**src/rtl/fifo_pkg.sv**
```systemverilog
// Shared helpers for the peek FIFO family: pointer/level widths
// and the parameter legality check used at elaboration.
package fifo_pkg;

    function automatic int ptr_bits(input int depth);
        return $clog2(depth);
    endfunction

    function automatic int lvl_bits(input int depth);
        return $clog2(depth + 1);
    endfunction

    function automatic bit params_ok(
        input int depth,
        input int peek_bits,
        input int af_level
    );
        return (depth >= 2) && (depth <= 256)
            && ((depth & (depth - 1)) == 0)
            && ((1 << peek_bits) <= depth)
            && (af_level >= 1) && (af_level <= depth);
    endfunction

endpackage

```
**src/rtl/peek_fifo_core_if.sv**
```systemverilog
// Data/control bundle between the tile wrapper and the peek FIFO.
// master drives writes/pops/peeks, slave returns data and status.
interface peek_fifo_if
    import fifo_pkg::*;
#(
    parameter int WIDTH     = 6,
    parameter int DEPTH     = 16,
    parameter int PEEK_BITS = 2
);
    localparam int LW = lvl_bits(DEPTH);

    logic                 write_en;
    logic [WIDTH-1:0]     data_in;
    logic                 pop;
    logic [PEEK_BITS-1:0] peek;
    logic                 clear_flags;
    logic [WIDTH-1:0]     data_out;
    logic                 empty_n;
    logic                 full_n;
    logic [LW-1:0]        level;
    logic                 almost_full;
    logic                 overflow;
    logic                 underflow;

    modport master (
        output write_en, data_in, pop, peek, clear_flags,
        input  data_out, empty_n, full_n, level,
        input  almost_full, overflow, underflow
    );

    modport slave (
        input  write_en, data_in, pop, peek, clear_flags,
        output data_out, empty_n, full_n, level,
        output almost_full, overflow, underflow
    );

endinterface

```
**src/rtl/fifo_regfile.sv**
```systemverilog
// FIFO storage: one write port, one combinational read port.
// Kept separate so the flop array can become a latch array.
module fifo_regfile
    import fifo_pkg::*;
#(
    parameter int WIDTH = 6,
    parameter int DEPTH = 16,
    localparam int PW   = ptr_bits(DEPTH)
) (
    input  logic             clk,
    input  logic             we,
    input  logic [PW-1:0]    waddr,
    input  logic [WIDTH-1:0] wdata,
    input  logic [PW-1:0]    raddr,
    output logic [WIDTH-1:0] rdata
);

    logic [WIDTH-1:0] mem [DEPTH];

    // Contents are deliberately left unreset.
    always_ff @(posedge clk) begin
        if (we) begin
            mem[waddr] <= wdata;
        end
    end

    assign rdata = mem[raddr];

endmodule

```
**src/rtl/peek_fifo_core.sv**
```systemverilog
// Circular register FIFO with indexed peek, level, almost-full
// threshold and sticky overflow/underflow flags.
module peek_fifo_core
    import fifo_pkg::*;
#(
    parameter int WIDTH     = 6,
    parameter int DEPTH     = 16,
    parameter int PEEK_BITS = 2,
    parameter int AF_LEVEL  = DEPTH - 2
) (
    input logic        clk,
    input logic        reset_n,
    peek_fifo_if.slave bus
);

    localparam int PW = ptr_bits(DEPTH);
    localparam int LW = lvl_bits(DEPTH);
    localparam logic [LW-1:0] FULL_LVL = LW'(DEPTH);
    localparam logic [LW-1:0] AF_LVL   = LW'(AF_LEVEL);

    if (!params_ok(DEPTH, PEEK_BITS, AF_LEVEL)) begin : g_bad_params
        $error("peek_fifo_core: illegal DEPTH/PEEK_BITS/AF_LEVEL");
    end

    logic [PW-1:0]    wr_ptr;
    logic [PW-1:0]    rd_ptr;
    logic [PW-1:0]    rd_addr;
    logic [LW-1:0]    level;
    logic [WIDTH-1:0] rd_data;
    logic [WIDTH-1:0] data_q;
    logic             overflow_q;
    logic             underflow_q;
    logic             is_full;
    logic             is_empty;
    logic             pop_ok;
    logic             wr_ok;
    logic             wr_drop;
    logic             pop_bad;
    logic             peek_hit;

    always_comb begin
        is_full  = (level == FULL_LVL);
        is_empty = (level == '0);
        pop_ok   = bus.pop && !is_empty;
        // A pop in the same cycle frees the slot a full write needs.
        wr_ok    = bus.write_en && (!is_full || pop_ok);
        wr_drop  = bus.write_en && is_full && !pop_ok;
        pop_bad  = bus.pop && is_empty;
        rd_addr  = rd_ptr + PW'(bus.peek);
        peek_hit = (LW'(bus.peek) < level);
    end

    fifo_regfile #(
        .WIDTH (WIDTH),
        .DEPTH (DEPTH)
    ) u_regfile (
        .clk   (clk),
        .we    (wr_ok),
        .waddr (wr_ptr),
        .wdata (bus.data_in),
        .raddr (rd_addr),
        .rdata (rd_data)
    );

    always_ff @(posedge clk or negedge reset_n) begin
        if (!reset_n) begin
            wr_ptr      <= '0;
            rd_ptr      <= '0;
            level       <= '0;
            data_q      <= '0;
            overflow_q  <= 1'b0;
            underflow_q <= 1'b0;
        end else begin
            if (wr_ok) begin
                wr_ptr <= wr_ptr + PW'(1);
            end
            if (pop_ok) begin
                rd_ptr <= rd_ptr + PW'(1);
            end
            unique case ({wr_ok, pop_ok})
                2'b10:   level <= level + LW'(1);
                2'b01:   level <= level - LW'(1);
                default: level <= level;
            endcase
            data_q <= peek_hit ? rd_data : '0;
            // A fresh error outranks a clear in the same cycle.
            overflow_q  <= (overflow_q && !bus.clear_flags) || wr_drop;
            underflow_q <= (underflow_q && !bus.clear_flags) || pop_bad;
        end
    end

    assign bus.data_out    = data_q;
    assign bus.level       = level;
    assign bus.empty_n     = !is_empty;
    assign bus.full_n      = !is_full;
    assign bus.almost_full = (level >= AF_LVL);
    assign bus.overflow    = overflow_q;
    assign bus.underflow   = underflow_q;

endmodule

```
**src/flat_wrapper.sv**
```systemverilog
// flat-port wrapper written by rule: the top's interface ports become plain ports
module peek_fifo_core_flat import fifo_pkg::*;
#(
    parameter int WIDTH     = 6,
    parameter int DEPTH     = 16,
    parameter int PEEK_BITS = 2,
    parameter int AF_LEVEL  = DEPTH - 2
)
  (clk, reset_n, bus_write_en, bus_data_in, bus_pop, bus_peek, bus_clear_flags, bus_data_out, bus_empty_n, bus_full_n, bus_level, bus_almost_full, bus_overflow, bus_underflow);
  peek_fifo_if #(.WIDTH(WIDTH), .DEPTH(DEPTH), .PEEK_BITS(PEEK_BITS)) bus_i ();
  input logic clk;
  input logic reset_n;
  input wire logic [$bits(bus_i.write_en)-1:0] bus_write_en;
  input wire logic [$bits(bus_i.data_in)-1:0] bus_data_in;
  input wire logic [$bits(bus_i.pop)-1:0] bus_pop;
  input wire logic [$bits(bus_i.peek)-1:0] bus_peek;
  input wire logic [$bits(bus_i.clear_flags)-1:0] bus_clear_flags;
  output wire logic [$bits(bus_i.data_out)-1:0] bus_data_out;
  output wire logic [$bits(bus_i.empty_n)-1:0] bus_empty_n;
  output wire logic [$bits(bus_i.full_n)-1:0] bus_full_n;
  output wire logic [$bits(bus_i.level)-1:0] bus_level;
  output wire logic [$bits(bus_i.almost_full)-1:0] bus_almost_full;
  output wire logic [$bits(bus_i.overflow)-1:0] bus_overflow;
  output wire logic [$bits(bus_i.underflow)-1:0] bus_underflow;
  assign bus_i.write_en = bus_write_en;
  assign bus_i.data_in = bus_data_in;
  assign bus_i.pop = bus_pop;
  assign bus_i.peek = bus_peek;
  assign bus_i.clear_flags = bus_clear_flags;
  assign bus_data_out = bus_i.data_out;
  assign bus_empty_n = bus_i.empty_n;
  assign bus_full_n = bus_i.full_n;
  assign bus_level = bus_i.level;
  assign bus_almost_full = bus_i.almost_full;
  assign bus_overflow = bus_i.overflow;
  assign bus_underflow = bus_i.underflow;
  peek_fifo_core #(.WIDTH(WIDTH), .DEPTH(DEPTH), .PEEK_BITS(PEEK_BITS), .AF_LEVEL(AF_LEVEL)) u_core (.clk(clk), .reset_n(reset_n), .bus(bus_i));
endmodule
```
**config.mk**
```make
export PLATFORM = sky130hd
export DESIGN_NAME = peek_fifo_core_flat
export DESIGN_NICKNAME = d
export VERILOG_FILES = /design/src/rtl/fifo_pkg.sv /design/src/rtl/peek_fifo_core_if.sv /design/src/rtl/fifo_regfile.sv /design/src/rtl/peek_fifo_core.sv /design/src/flat_wrapper.sv
export SDC_FILE = /design/constraint.sdc
export NUM_CORES = 1
export LEC_CHECK = 0
export BUFFER_PORTS_ARGS = -buffer_cell sky130_fd_sc_hd__buf_4
export CORE_ASPECT_RATIO = 0.5
export CORE_MARGIN = 10
export CORE_UTILIZATION = 55
export CTS_BUF_LIST = sky130_fd_sc_hd__clkbuf_2
export CTS_CLUSTER_DIAMETER = 80
export DETAILED_ROUTE_END_ITERATION = 7
export PLACE_DENSITY = 0.73
export SETUP_SLACK_MARGIN = 0.2
export SYNTH_ARGS = -nofsm -noshare
export SYNTH_HDL_FRONTEND = slang
export SYNTH_SLANG_ARGS = --single-unit
```
**constraint.sdc**
```tcl
create_clock -name clk -period 3.3 [get_ports clk]
set_clock_uncertainty 0.2 [all_clocks]
set_input_delay 0.165 -clock clk [delete_from_list [all_inputs] [get_ports clk]]
set_output_delay 0.165 -clock clk [all_outputs]
set_load 0.1 [all_outputs]
```
# Word-level counts from Yosys, hierarchy flattened
# Memory sizes are Yosys's and may differ from the RTL's.
# Index checks and enable logic that the tools add are counted.
[totals] n_memories=1 ff_bits=21 elab_cells=37 output_inout_bits=16 ramBits=96
[classes] eq_ne=3 n_reduce_logical=16 add_sub_neg=5 n_mux=4 order_cmp=2
[mem_list] memory="u_core.u_regfile.mem" words=16 word_bits=6 rd=1 rd_clocked_by_memory_dff=0 write_ports=1 line="fifo_regfile.sv:18" rtl="logic [WIDTH-1:0] mem [DEPTH];"
[op_table] op="one-hot mux 5 bit (2 select lines)" n=1
[op_table] op="adder 4 x 1 -> 4 bit, second input constant" n=2
[op_table] op="logical AND 1 bit" n=7
[op_table] op="two-way mux 6 bit" n=1
[op_table] op="adder 5 x 1 -> 5 bit, second input constant" n=1
[op_table] op="== test 5 bit, second input constant" n=1
[op_table] op="greater-or-equal comparator 5 x 4 -> 1 bit, second input constant" n=1
[op_table] op="zero test 5 bit" n=1
[op_table] op="less-than comparator 2 x 5 -> 1 bit" n=1
[op_table] op="subtractor 5 x 1 -> 5 bit, second input constant" n=1
[op_table] op="adder 4 x 2 -> 4 bit" n=1
[op_table] op="zero test 1 bit" n=4
[op_table] op="logical OR 1 bit" n=3
[op_table] op="== test 2 x 1 -> 1 bit, second input constant" n=1
[op_table] op="== test 2 bit, second input constant" n=1
[op_table] op="two-way mux 1 bit" n=2
[op_table] op="nonzero test 2 bit" n=1

# Logic depth before layout (Yosys ltp)
[logic_depth] ltp_word=7 depth_mapped=9 mapped_depth_nobuf=8

# Cells and area by module
# A second synthesis with hierarchy kept.
[unflattened] cells_unflattened=275 hier_area_um2=4917.2
[modules_own_cells] module="fifo_regfile" cells_each=172 area_each_um2=3774.9 instances=1
[modules_own_cells] module="peek_fifo_core" cells_each=103 area_each_um2=1142.3 instances=1

# Worst setup path after synthesis
# No wires, ideal clock.
[synth_timing] path_type="register -> register" start="register u_core.level[2] (netlist: u_core.bus.level[2])" end="register u_core.level[4] (netlist: u_core.bus.level[4])" setup_ns=0.102 arrival_ns=3.073 slack_ns=-0.075 path_stages_with_launch=10 period_less_slack_ns=3.375 cell_sequence="dfrtp_1 buf_4 nor4_4 a21oi_1 xnor2_1 ha_1 or3_1 a21oi_1 mux2_2 a22oi_1"
[synth_via] elab_chain_len=7 elab_cells_between_ends=13 classes_between="2 x add/sub; 3 x eq/ne; 1 x mux; 7 x reduce/logical"
[synth_rtl] element="start: declaration" line="peek_fifo_core.sv:28" rtl="logic [LW-1:0] level;"
[synth_rtl] element="start signal: assignment" line="peek_fifo_core.sv:81" rtl="2'b10: level <= level + LW'(1);"
[synth_rtl] element="start signal: assignment" line="peek_fifo_core.sv:82" rtl="2'b01: level <= level - LW'(1);"
[synth_rtl] element="start signal: assignment" line="peek_fifo_core.sv:83" rtl="default: level <= level;"
[synth_rtl] element="zero test 5 bit" line="peek_fifo_core.sv:43" rtl="is_empty = (level == '0);"
[synth_rtl] element="zero test 1 bit" line="peek_fifo_core.sv:44" rtl="pop_ok = bus.pop && !is_empty;"
[synth_rtl] element="logical AND 1 bit" line="peek_fifo_core.sv:44"
[synth_rtl] element="logical OR 1 bit" line="peek_fifo_core.sv:46" rtl="wr_ok = bus.write_en && (!is_full || pop_ok);"
[synth_rtl] element="logical AND 1 bit" line="peek_fifo_core.sv:46"
[synth_rtl] element="== test 2 x 1 -> 1 bit / == test 2 bit (equally long branches)" line="peek_fifo_core.sv:80" rtl="unique case ({wr_ok, pop_ok})"
[synth_rtl] element="one-hot mux 5 bit (2 select lines) / nonzero test 2 bit (equally long branches)"
# Parallel ways exist; a longest one is shown, timed or not.
# A chain may end at the register's enable or synchronous reset.

# Worst setup path in the final report
# Same ends and word-level chain as after synthesis.

==> results.txt <==
Cells after synthesis: 276
Antenna violations before repair: 0
Die ar.: 13190 µm²
Total global-route track usage: 0.1564
Placed cell count: 417
HP Class: in -> reg
Worst skew pair latency: 0.67 ns
1st-pass router iterations: 5
Most frequent cells after synthesis: edfxtp_1 (96), mux4_2 (24), dfrtp_1 (21)
Post-synthesis sequential area ratio: 0.7035
Largest net degree at the start of global routing: 25
Worst-path clk slew: 0.19 ns
Reg2reg end: u_core.bus.level[4]
Root Buffer Master: clkbuf_2
Leading area contributor after synthesis: edfxtp_1
Ratio of cells with drive above 1 in the final layout: 0.2902
Std cell rows: 24
Num CTS Buffers: 17
Asr flop ratio synth: 0.1795
Type of origin of the critical path: flop
Final setup violation count: 0
Number of port buffers: 28
Die Width: 152.7 µm
Power Dens Cells: 961.5 nW/µm²
WL final: 9801 µm
First-pass GRT wire length: 15530 µm
Fin crit share: 0.9010
Minimum clock period: 2.973 ns
Mapped Area: 4845 µm²
CTS tree: yes
Worst path required time: 3.69 ns
RSZ-0062 raised after global routing: false
Inserted Diodes: 0
CP Class: reg -> reg
DRC violations left: 0
CP Cell Sequence: nor4_4, a21oi_2, xnor2_1, ha_1, or3_1, a21oi_2, mux2_2, a22oi_1
Routed len/inst: 21.08 µm
Leakage power: 0.002000 µW
Crit-path max FO: 10
Synth Area per Inst: 17.55 µm²
Syn nets: 300
Prevailing post-synth register cell: edfxtp_1
Worst reg2reg path depth: 8
Maxcap violations: 0
DP HPWL: 6388 µm
Nets@finish: 359
Number of nets with antenna violations after routing: 0
Synth warnings: 0
CP max stage cell: dfrtp_4
Data arrival, critical path: 3.37 ns
Worst Tran Pin Value: 0.9899 ns
Num Clock Sinks: 117
Cell variety after synth: 35
Post-synth EDFFs: 96
Yosys top cell area share: 0.5950
CP dominant cell by count: a21oi_2
Reg2reg start: u_core.bus.level[2]
Gr ovfl total: 0
Final Hold Fails: 0
# H-tree levels: 4
Max-slew violation count: 0
Placer congestion estimate: 0.8432
Max Freq: 0.3363 GHz
Peak VDD IR: 0.9328 mV
Setup TNS: 0 ns
Worst slew margin: 0.3379
Final hold slack: 0.1423 ns
Core area: 8648 µm²
Vias in the first global route: 2762
Hold path cells: 2
Drt first-iter violations: 237
Max incr delay on CP: 0.57 ns
Hold path start: bus_data_in[5]
Via/cell ratio: 5.755
Top-count cell post-synth: edfxtp_1
Worst min-delay path endpoint: u_core.u_regfile.mem[5][5]
Run status: completed
Max clock buf depth: 2
Critical Path Sink Type: flop
Starting Density: 0.5602
Synth area leaders: edfxtp_1 (60%), mux4_2 (11%), dfrtp_1 (11%)
Yosys reg bits: 117
Post-route insts no fill: 465
Layout Area Growth over Synthesis: 15.93%
Via count: 2676
DIE HEIGHT: 86.37 µm
IO Pins: 29
FF-to-FF setup slack: 0.33 ns
-- layout by cell type (no fill, tap or decap), types with 2 or more instances in the layout --
master and count:
nor2_1 13, buf_4 37, clkinv_1 2, o21ai_0 4, edfxtp_1 96, nand2b_1 5
inv_1 12, a21oi_2 2, dfrtp_2 3, ha_1 10, mux4_2 24, nand3_1 2
mux2i_1 13, clkinvlp_4 5, a21oi_1 7, or3_1 4, nand4_1 2, nand2_1 11
bufinv_16 2, dfrtp_4 2, o22ai_1 8, clkbuf_2 17, a31oi_1 4, xor2_1 3
inv_6 4, xnor2_1 7, dlygate4sd3_1 14, nor3_1 5, dfrtp_1 16
-- flip-flops by register name, summed over array words and instances (netlist names) --
name / flops
u_core.rd_ptr: 4
u_core.wr_ptr: 4
u_core.u_regfile.mem: 96
u_core.bus.data_out: 6
u_core.bus.overflow: 1
u_core.bus.underflow: 1
u_core.bus.level: 5
-- layer usage --
layer,share of wire,GRT usage,vias to the layer above
met2,0.46,0.2431,100
met3,0.078,0.04350,22
met4,0.020,0.07745,0
met1,0.44,0.2011,1351
met5,0,0,-
li1,-,-,1203
-- metrics by stage --
stage	power, µW	cell area, µm²	worst slack (ns)	util
after global routing	5678	5617	0.1665	0.6495
after CTS	5411	5598	0.3180	0.6473
after detailed placement	4490	5219	0.3283	0.6034
final	5400	5617	0.3266	0.6495
after global placement	4421	5219	0.4335	0.6034
after floorplan	3881	4860	0.2075	-
-- cells by family (layout without fill, tap and decap cells) --
family,after synthesis,count (layout),share of synthesized area
mux,39,39,0.1431
xor+xnor,10,10,0.01808
simple gates,45,45,0.04700
compound gates,31,31,0.03874
flops,117,117,0.7035
fa+ha+maj,11,11,0.02996
buf+inv,23,95,0.01963
-- worst max-delay path, delay by kind of cell, from the launching register on --
kind | cells | cell delay, ns
mux | 1 | 0.35
xor+xnor | 1 | 0.16
flops | 1 | 0.57
simple gates | 2 | 0.88
fa+ha+maj | 1 | 0.24
compound gates | 3 | 0.50
-- area by class of cell --
class	count	area, µm²
multi-input cells	136	1349
flip-flops and latches	117	3420
fillers	601	3032
inverters	12	45.04
well taps	117	146.4
repair buffers	51	417.9
clock inverters	15	153.9
clock buffers	17	85.08
-- where the power goes --
part / switching, µW / total [µW] / internal (µW)
clock network: 564 / 913 / 349
logic: 1550 / 2430 / 878
registers: 197 / 2060 / 1860
-- how the worst max path moves through the flow --
stage | from | endpoint | slack (ns) | cells past startpoint
5_1_grt | u_core.bus.level[2] | u_core.bus.level[4] | 0.17 | 8
3_3_place_gp | u_core.bus.level[1] | u_core.bus.level[4] | 0.43 | 8
3_5_place_dp | u_core.bus.level[1] | u_core.bus.level[4] | 0.33 | 8
4_1_cts | u_core.bus.level[1] | u_core.bus.level[4] | 0.32 | 8
2_1_floorplan | u_core.bus.level[1] | u_core.bus.level[4] | 0.21 | 9
6_report | u_core.bus.level[2] | u_core.bus.level[4] | 0.33 | 8
-- what timing repair did --
item                       4_1_cts  5_1_grt
buffers inserted                 0        2
gates resized for setup          0        1
setup endpoints to repair        0        1
hold endpoints to repair       132        0
hold buffers                    14        0
Note: power is estimated with default switching activity, not from simulation.
